===== config.mk =====
export PLATFORM = sky130hd
export DESIGN_NAME = razor_error_ctrl
export DESIGN_NICKNAME = d
export VERILOG_FILES = /design/src/rtl/razor_error_ctrl.sv
export SDC_FILE = /design/constraint.sdc
export NUM_CORES = 1
export LEC_CHECK = 0
export BUFFER_PORTS_ARGS = -buffer_cell sky130_fd_sc_hd__buf_2
export CAP_MARGIN = 15
export CORE_MARGIN = 2
export CORE_UTILIZATION = 55
export CTS_CLUSTER_DIAMETER = 200
export DETAILED_ROUTE_END_ITERATION = 10
export GPL_TIMING_DRIVEN = 0
export PLACE_DENSITY = 0.82
export REMOVE_ABC_BUFFERS = 1
export SLEW_MARGIN = 10
export SYNTH_ARGS = -nofsm -noshare
export SYNTH_HDL_FRONTEND = slang
export SYNTH_SLANG_ARGS = --single-unit
export TNS_END_PERCENT = 10

===== constraint.sdc =====
create_clock -name clk -period 2.56 [get_ports clk]
set_input_delay 0.512 -clock clk [delete_from_list [all_inputs] [get_ports clk]]
set_output_delay 0.512 -clock clk [all_outputs]
set_load 0.05 [all_outputs]

===== src/rtl/razor_error_ctrl.sv =====
// rtl/razor_error_ctrl.sv - Razor timing-error recovery sequencer (stall/restore/flush/replay/fatal)
// Optional error masking via `define RAZOR_ERR_MASK_EN (adds imask port).
module razor_error_ctrl #(
  parameter int ERR_W      = 32,
  parameter int STALL_CYC  = 2,
  parameter int REPLAY_CYC = 3,
  parameter int MAX_RETRY  = 3,
  parameter int CNT_W      = 16
) (
  input  logic             clk,
  input  logic             ireset,
  input  logic [ERR_W-1:0] ierror,
`ifdef RAZOR_ERR_MASK_EN
  input  logic [ERR_W-1:0] imask,
`endif
  output logic             ostall,
  output logic             orestore,
  output logic             oflush,
  output logic             oreplay,
  output logic             ofatal,
  output logic [ERR_W-1:0] oerr_vec,
  output logic [CNT_W-1:0] oerr_count
);

  localparam logic [2:0] S_IDLE    = 3'd0;
  localparam logic [2:0] S_STALL   = 3'd1;
  localparam logic [2:0] S_RESTORE = 3'd2;
  localparam logic [2:0] S_REPLAY  = 3'd3;
  localparam logic [2:0] S_FATAL   = 3'd4;

  localparam logic [3:0]       STALL_LAST  = 4'(STALL_CYC - 1);
  localparam logic [3:0]       REPLAY_LAST = 4'(REPLAY_CYC - 1);
  localparam logic [2:0]       RETRY_MAX   = 3'(MAX_RETRY);
  localparam logic [CNT_W-1:0] CNT_ONE     = CNT_W'(1);

  logic [2:0]       r_state, w_state_nx;
  logic [3:0]       r_tmr, w_tmr_nx;
  logic [2:0]       r_retry, w_retry_nx;
  logic [ERR_W-1:0] r_pend, w_pend_nx;
  logic [ERR_W-1:0] r_vec, w_vec_nx;
  logic [CNT_W-1:0] r_cnt, w_cnt_nx;
  logic [CNT_W-1:0] w_cnt_inc;
  logic [ERR_W-1:0] w_err_eff;
  logic [ERR_W-1:0] w_pend_all;
  logic             r_stall, r_restore, r_flush, r_replay, r_fatal;

`ifdef RAZOR_ERR_MASK_EN
  assign w_err_eff = ierror & ~imask;
`else
  assign w_err_eff = ierror;
`endif

  // Pending view includes an error arriving on the current edge, so a hit on
  // the REPLAY exit edge still chains into another recovery.
  assign w_pend_all = r_pend | w_err_eff;
  assign w_cnt_inc  = (&r_cnt) ? r_cnt : r_cnt + CNT_ONE;

  always_comb begin
    w_state_nx = r_state;
    w_tmr_nx   = r_tmr;
    w_retry_nx = r_retry;
    w_pend_nx  = r_pend;
    w_vec_nx   = r_vec;
    w_cnt_nx   = r_cnt;
    case (r_state)
      S_IDLE: begin
        if (|w_err_eff) begin
          w_state_nx = S_STALL;
          w_tmr_nx   = 4'd0;
          w_vec_nx   = w_err_eff;
          w_cnt_nx   = w_cnt_inc;
          w_retry_nx = 3'd1;
        end
      end
      S_STALL: begin
        w_pend_nx = w_pend_all;
        if (r_tmr == STALL_LAST) begin
          w_state_nx = S_RESTORE;
          w_tmr_nx   = 4'd0;
        end else begin
          w_tmr_nx = r_tmr + 4'd1;
        end
      end
      S_RESTORE: begin
        w_pend_nx  = w_pend_all;
        w_state_nx = S_REPLAY;
        w_tmr_nx   = 4'd0;
      end
      S_REPLAY: begin
        if (r_tmr != REPLAY_LAST) begin
          w_pend_nx = w_pend_all;
          w_tmr_nx  = r_tmr + 4'd1;
        end else if (~|w_pend_all) begin
          w_state_nx = S_IDLE;
          w_retry_nx = 3'd0;
          w_pend_nx  = '0;
        end else if (r_retry < RETRY_MAX) begin
          w_state_nx = S_STALL;
          w_tmr_nx   = 4'd0;
          w_retry_nx = r_retry + 3'd1;
          w_cnt_nx   = w_cnt_inc;
          w_vec_nx   = w_pend_all;
          w_pend_nx  = '0;
        end else begin
          w_state_nx = S_FATAL;
          w_pend_nx  = '0;
        end
      end
      S_FATAL: begin
        w_state_nx = S_FATAL;
      end
      default: begin
        w_state_nx = S_IDLE;
      end
    endcase
  end

  always_ff @(posedge clk or negedge ireset) begin
    if (!ireset) begin
      r_state   <= S_IDLE;
      r_tmr     <= 4'd0;
      r_retry   <= 3'd0;
      r_pend    <= '0;
      r_vec     <= '0;
      r_cnt     <= '0;
      r_stall   <= 1'b0;
      r_restore <= 1'b0;
      r_flush   <= 1'b0;
      r_replay  <= 1'b0;
      r_fatal   <= 1'b0;
    end else begin
      r_state   <= w_state_nx;
      r_tmr     <= w_tmr_nx;
      r_retry   <= w_retry_nx;
      r_pend    <= w_pend_nx;
      r_vec     <= w_vec_nx;
      r_cnt     <= w_cnt_nx;
      r_stall   <= (w_state_nx == S_STALL) || (w_state_nx == S_RESTORE) ||
                   (w_state_nx == S_FATAL);
      r_restore <= (w_state_nx == S_RESTORE);
      r_flush   <= (w_state_nx == S_RESTORE);
      r_replay  <= (w_state_nx == S_REPLAY);
      r_fatal   <= (w_state_nx == S_FATAL);
    end
  end

  assign ostall     = r_stall;
  assign orestore   = r_restore;
  assign oflush     = r_flush;
  assign oreplay    = r_replay;
  assign ofatal     = r_fatal;
  assign oerr_vec   = r_vec;
  assign oerr_count = r_cnt;

endmodule


Yosys cells after proc, flatten, opt, wreduce, memory -nomap -nowiden. Cells that the tools add are included.

$add $sub $neg: 3. Multipliers: 0. Div/mod/pow operators: 0. Order comparisons: 1. Equality and inequality tests: 17. Shift-type cells: 0. Multiplexer cells: 30. Bitwise operators: 1. Reductions and logical operators: 13.

Operators by type and width (count): $mux W32 (5); $pmux W32 S2 (2); $mux W16 (5); $reduce_or A32 Y1 (2); $or A32 B32 Y32 (1); $pmux W16 S2 (1); $mux W3 (9); $mux W4 (5); $add A16 B1 Y16 const B (1); $pmux W4 S4 (1); $reduce_and A16 Y1 (1); $pmux W3 S5 (1); $eq A3 B2 Y1 const B (4); $ne A3 B3 Y1 const B (3); $ne A2 B2 Y1 const B (4); $reduce_and A4 Y1 (2); $eq A3 B1 Y1 const B (2); $eq A3 B3 Y1 const B (2); $pmux W3 S2 (1); $reduce_and A5 Y1 (1); $add A4 B1 Y4 const B (1); $eq A4 B1 Y1 const B (1); $ne A4 B2 Y1 const B (1); $reduce_bool A2 Y1 (2); 6 further kinds (7).

Flip-flop bits (word level): 94. Bits in latches: 0. Memory bits (writable): 0. Memory bits (read-only): 0. Bits of input ports: 34. Output and inout port bits: 53. Logic and storage cells: 75. Memories: 0.

Logic depth before layout (Yosys ltp).
Word-level depth: 8. Depth in mapped cells: 8. Depth with buffers taken out: 7.

Least setup slack after synthesis. Ideal clock, no wire load.

Path kind: input to register. From: input ierror[27]. To: register r_vec[10], in the netlist oerr_vec[10]. Setup time: 124 ps. Data arrival time: 2054 ps. Data required time: 2436 ps. Setup slack: 382 ps. Stages on the path: 7. Buffers on the path: 1. Path through: nor4_2 > nand2_1 > or4_4 > o21ai_4 > a21oi_4 > buf_6 > a2bb2oi_2.

Word-level cells in the longest chain between the ends: 4. Elaborated cells on any way between the ends: 6. Classes of those cells: eq/ne: 2; bitwise: 1; reduce/logical: 3.

RTL lines: from (decl) (RTL line 12) `input logic [ERR_W-1:0] ierror,`; $or A32 B32 Y32 (RTL line 55) `assign w_pend_all = r_pend | w_err_eff;`; $reduce_or A32 Y1 (RTL line 93) `end else if (~|w_pend_all) begin`; $ne A2 B2 Y1 (no source line); $reduce_and A5 Y1 (no source line) *; to (signal assigned) (RTL line 136) `r_vec <= w_vec_nx;`; to (decl) (RTL line 40) `logic [ERR_W-1:0] r_vec, w_vec_nx;`.

Every way passes the cells marked *; elsewhere a longest branch is shown, timed or not. A chain may end at the register's enable or synchronous reset.

Final worst setup path.
From: register r_state[2]. To: register r_vec[1], in the netlist oerr_vec[1].

Word-level cells in the longest chain between the ends: 3. Elaborated cells on any way between the ends: 9. Classes of those cells: eq/ne: 5; mux: 1; reduce/logical: 3.

RTL lines: from (decl) (RTL line 36) `logic [2:0] r_state, w_state_nx;`; from (signal assigned) (RTL line 132) `r_state <= w_state_nx;`; $eq A3 B2 Y1 / $logic_not A3 Y1 (equally long branches) (RTL line 65) `case (r_state)`; $ne A2 B2 Y1 (no source line) / $reduce_bool A2 Y1 (equally long branches); $reduce_and A5 Y1 (no source line).

Several ways; a longest one is shown, not always the timed one.

==> results_tabular.tex <==
\begin{tabular}{lr}
\hline
Metric & Value \\
\hline
\multicolumn{2}{l}{\textbf{Timing}} \\
Number of hold violations in the final report & 0 \\
Worst Clk Skew & around 0.010 ns \\
Worst rel slew slack & roughly 40\% \\
RSZ-0062 raised after global routing & true \\
Final Setup Violations & 0 \\
Fmax & roughly 400 MHz \\
Final critical delay including setup and external delays & 2.55 ns \\
Max Transition Viols Final & 0 \\
Final worst path period share & between 90\% and 100\% \\
Measured slew at the worst slew-check pin & 0.891 ns \\
\multicolumn{2}{l}{\textbf{Logic synthesis}} \\
Flip-flop and latch count after synthesis & 94 \\
Sequential cell area fraction in the yosys report & slightly above 50\% \\
Top cell type by total area after synthesis & dfrtp\_1 \\
Average cell area after synthesis & 10.6 um\^{}2 \\
Synth top area cells & dfrtp\_1, a2bb2oi\_2, nor2\_1 \\
Number of library cell types mapped by synthesis & 52 \\
Number of warnings printed during yosys synthesis & 0 \\
Fraction of post-synthesis cell area in the top cell type by area & slightly above 50\% \\
Count leader, synth & dfrtp\_1 \\
Number of standard cells after synthesis & $\sim$430 \\
Leading post-synthesis cells by instance count & dfrtp\_1, nor2\_1, a21oi\_1 \\
Most common flop cell mapped by yosys & dfrtp\_1 \\
Number of enable-type register cells in the synthesized netlist & 0 \\
Proportion of register bits with asynchronous set or reset after synthesis & 100\% \\
Cell Area, Synth & approximately 4600 um\^{}2 \\
\multicolumn{2}{l}{\textbf{Clock network}} \\
Master cell of the clock root buffer & clkbuf\_8 \\
H-tree level count & 3 \\
Number of buffers on the longest clock path & 2 \\
Post-CTS Hold Buffers & 0 \\
Number of CTS-inserted buffers & 9 \\
\# clock sinks & between 90 and 100 \\
TritonCTS clock tree & built \\
Reg clk slew, reported paths & approximately 0.090 ns \\
Clock latency on the worst-skew pair & 0.37 ns \\
\multicolumn{2}{l}{\textbf{Global route}} \\
Total global-route track usage & between 20\% and 30\% \\
First-pass GRT wire length & 17700 um \\
Overflow left after global routing & 0 \\
Antenna violations before repair & 0 \\
Vias in the first global route & 3599 \\
Pin count of the biggest net entering global routing & 50 \\
\multicolumn{2}{l}{\textbf{Routing}} \\
Post-Route WL & $\sim$11000 um \\
Remaining antenna violation count & 0 \\
Drt drc & 0 \\
Router iterations before antenna repair & 4 \\
Post-detailed-route via-to-cell ratio & 5.92 \\
DRC marker count from the first detailed-route iteration & approximately 180 \\
DR vias & 3681 \\
Post-detailed-route wirelength per cell & 17.7 um \\
\multicolumn{2}{l}{\textbf{Placed design}} \\
Sum of net half-perimeters after detailed placement & between 7000 and 8000 um \\
Quantity of I/O buffers inserted on ports & 86 \\
Instance area at placement & a little over 5000 um\^{}2 \\
Placer Congestion & 0.857 \\
\multicolumn{2}{l}{\textbf{Worst setup path}} \\
Worst flop-to-flop path startpoint & r\_state[2] \\
Maximum fanout count along the critical path & 19 \\
CP Data Required Time & between 2 and 3 ns \\
Critical path origin & r\_state[2] \\
CP endpoint kind & register \\
Type of origin of the critical path & register \\
CP Class & reg2reg \\
Worst path arrival time & around 2.8 ns \\
\multicolumn{2}{l}{\textbf{Die}} \\
Die Area & around 9000 um\^{}2 \\
Die Span Y & between 90 and 100 um \\
Horizontal die dimension & 95.0 um \\
Num ports & 87 \\
Placeable core region & about 8100 um\^{}2 \\
Row Count & 33 \\
Starting density of the core & between 50\% and 60\% \\
\multicolumn{2}{l}{\textbf{Power and ir drop}} \\
IR Drop Worst-Case VDD & 0.000485 V \\
Overall power & slightly above 3 mW \\
P per Cell Area & 562 nW/um\^{}2 \\
Lkg Pwr & around 2.3 nW \\
\multicolumn{2}{l}{\textbf{Final layout}} \\
Area growth from synthesis to final layout & 18.1\% \\
Number of nets in the layout & 550 \\
Inserted Diodes & 0 \\
Fraction of final layout cells with drive strength greater than 1 & a little under a third \\
Non-Filler Cell Area, Final & 5380 um\^{}2 \\
\multicolumn{2}{l}{\textbf{Outcome}} \\
Outcome & finished, final reports clean \\
\multicolumn{2}{l}{\textbf{Min path}} \\
Min-delay worst type & in2async \\
\multicolumn{2}{l}{\textbf{Job}} \\
Max Cap Violations & 0 \\
\hline
\end{tabular}
==> logic make-up (layout without fill, tap and decap cells) <==
kind of cell    count (synthesis)  count (layout)  share of synthesized area, %
simple gates                  162             164                          17.9
flops                          94              94                          51.6
compound gates                124             126                          22.5
xor+xnor                       15              15                          2.88
buf+inv                        28             113                          3.82
fa+ha+maj                       2               2                         0.549
mux                             3               3                         0.714
==> layout make-up <==
cell class / count / area (um^2)
clock buffers: 10 / 128
clock inverters: 4 / 73.8
fillers: 635 / 2750
inverters: 2 / 7.51
multi-input cells: 310 / 2110
flip-flops and latches: 94 / 2350
well taps: 105 / 131
repair buffers: 97 / 576
==> per-stage QoR <==
step                      hold slack [ns]  setup WS (ns)  util [%]  instances  TNS, ns
after floorplan                     0.216         -0.766         -        402   -23.50
after global placement              0.473          -1.92      60.9        593   -82.69
after detailed placement            0.481          -1.98      61.8        596   -80.44
after CTS                           0.168         0.0289      65.6        619        0
after global routing                0.198        -0.0722      66.2        622   -0.622
final                               0.157        0.00999      66.2        622        0
==> worst paths after layout <==
| path | end | slack (ns) | cells after the start |
|---|---|---|---|
| setup reg to reg | oerr_vec[1] | 0.01 | 7 |
| max in group asynchronous | oerr_vec[28] | 1.76 | 2 |
| hold / removal | oerr_vec[22] | 0.16 | 1 |
| min in group clk | r_pend[12] | 0.42 | 3 |
| setup / recovery | oerr_vec[1] | 0.01 | 7 |
| hold reg to reg | oerr_count[14] | 0.49 | 1 |
==> power by group <==
part / internal [mW] / switching [mW] / leakage (nW)
registers: 1.54 / 0.0609 / 1.11
clock network: 0.540 / 0.495 / 0.102
logic: 0.138 / 0.254 / 1.12
==> registers in the layout, summed over array words and instances, names as in the netlist <==
name and count:
r_state 3, oreplay 1, r_tmr 4, ofatal 1, ostall 1, oerr_vec 32, r_retry 3, r_pend 32
oerr_count 16, oflush 1
==> placed cells by master, fill, tap and decap left out, types with 2 or more instances in the layout <==
cell,count
a21oi_1,34
nor4_2,3
nand2_1,24
nor2_1,73
dfrtp_1,93
xnor2_1,15
nor3b_1,2
nor3_1,4
inv_1,2
clkbuf_8,9
nand2b_1,2
o21ai_0,24
ha_1,2
a21oi_4,2
o21bai_1,2
nand3_1,9
a21o_1,2
a211oi_1,2
a22o_1,2
mux2_2,2
a2bb2oi_2,30
a2bb2oi_1,2
bufinv_16,2
nor2b_1,3
buf_2,85
nor4_1,14
and2_4,2
buf_4,8
and3_1,6
and4_1,2
nand4_1,8
o31ai_1,3
o21ai_1,12
buf_16,2
==> routing by layer <==
| layer | vias up | wire, um | part of all wire, % | GRT usage (%) |
|---|---|---|---|---|
| li1 | 1716 | - | - | - |
| met1 | 1793 | 4590 | 42 | 34.5 |
| met2 | 145 | 5330 | 48 | 40.7 |
| met3 | 27 | 771 | 7.0 | 4.66 |
| met4 | 0 | 313 | 2.8 | 11.8 |
| met5 | - | 0 | 0 | 0 |
==> critical path: stages (launching register included) <==
cell       delay (ns)
dfrtp_1          0.50
and3b_4          0.55
nand2_1          0.27
a2bb2oi_4        0.27
o21ai_4          0.22
a21oi_4          0.22
buf_8            0.19
a2bb2oi_1        0.21
==> timing repair <==
item                                    in CTS  in global routing
resized for setup                            9                  2
endpoints found under the setup margin      84                 36
cloned                                       3                  1
buffers inserted                             6                  2
pin swaps                                    1                  1
No activity file was read; power rests on OpenSTA's default activity.
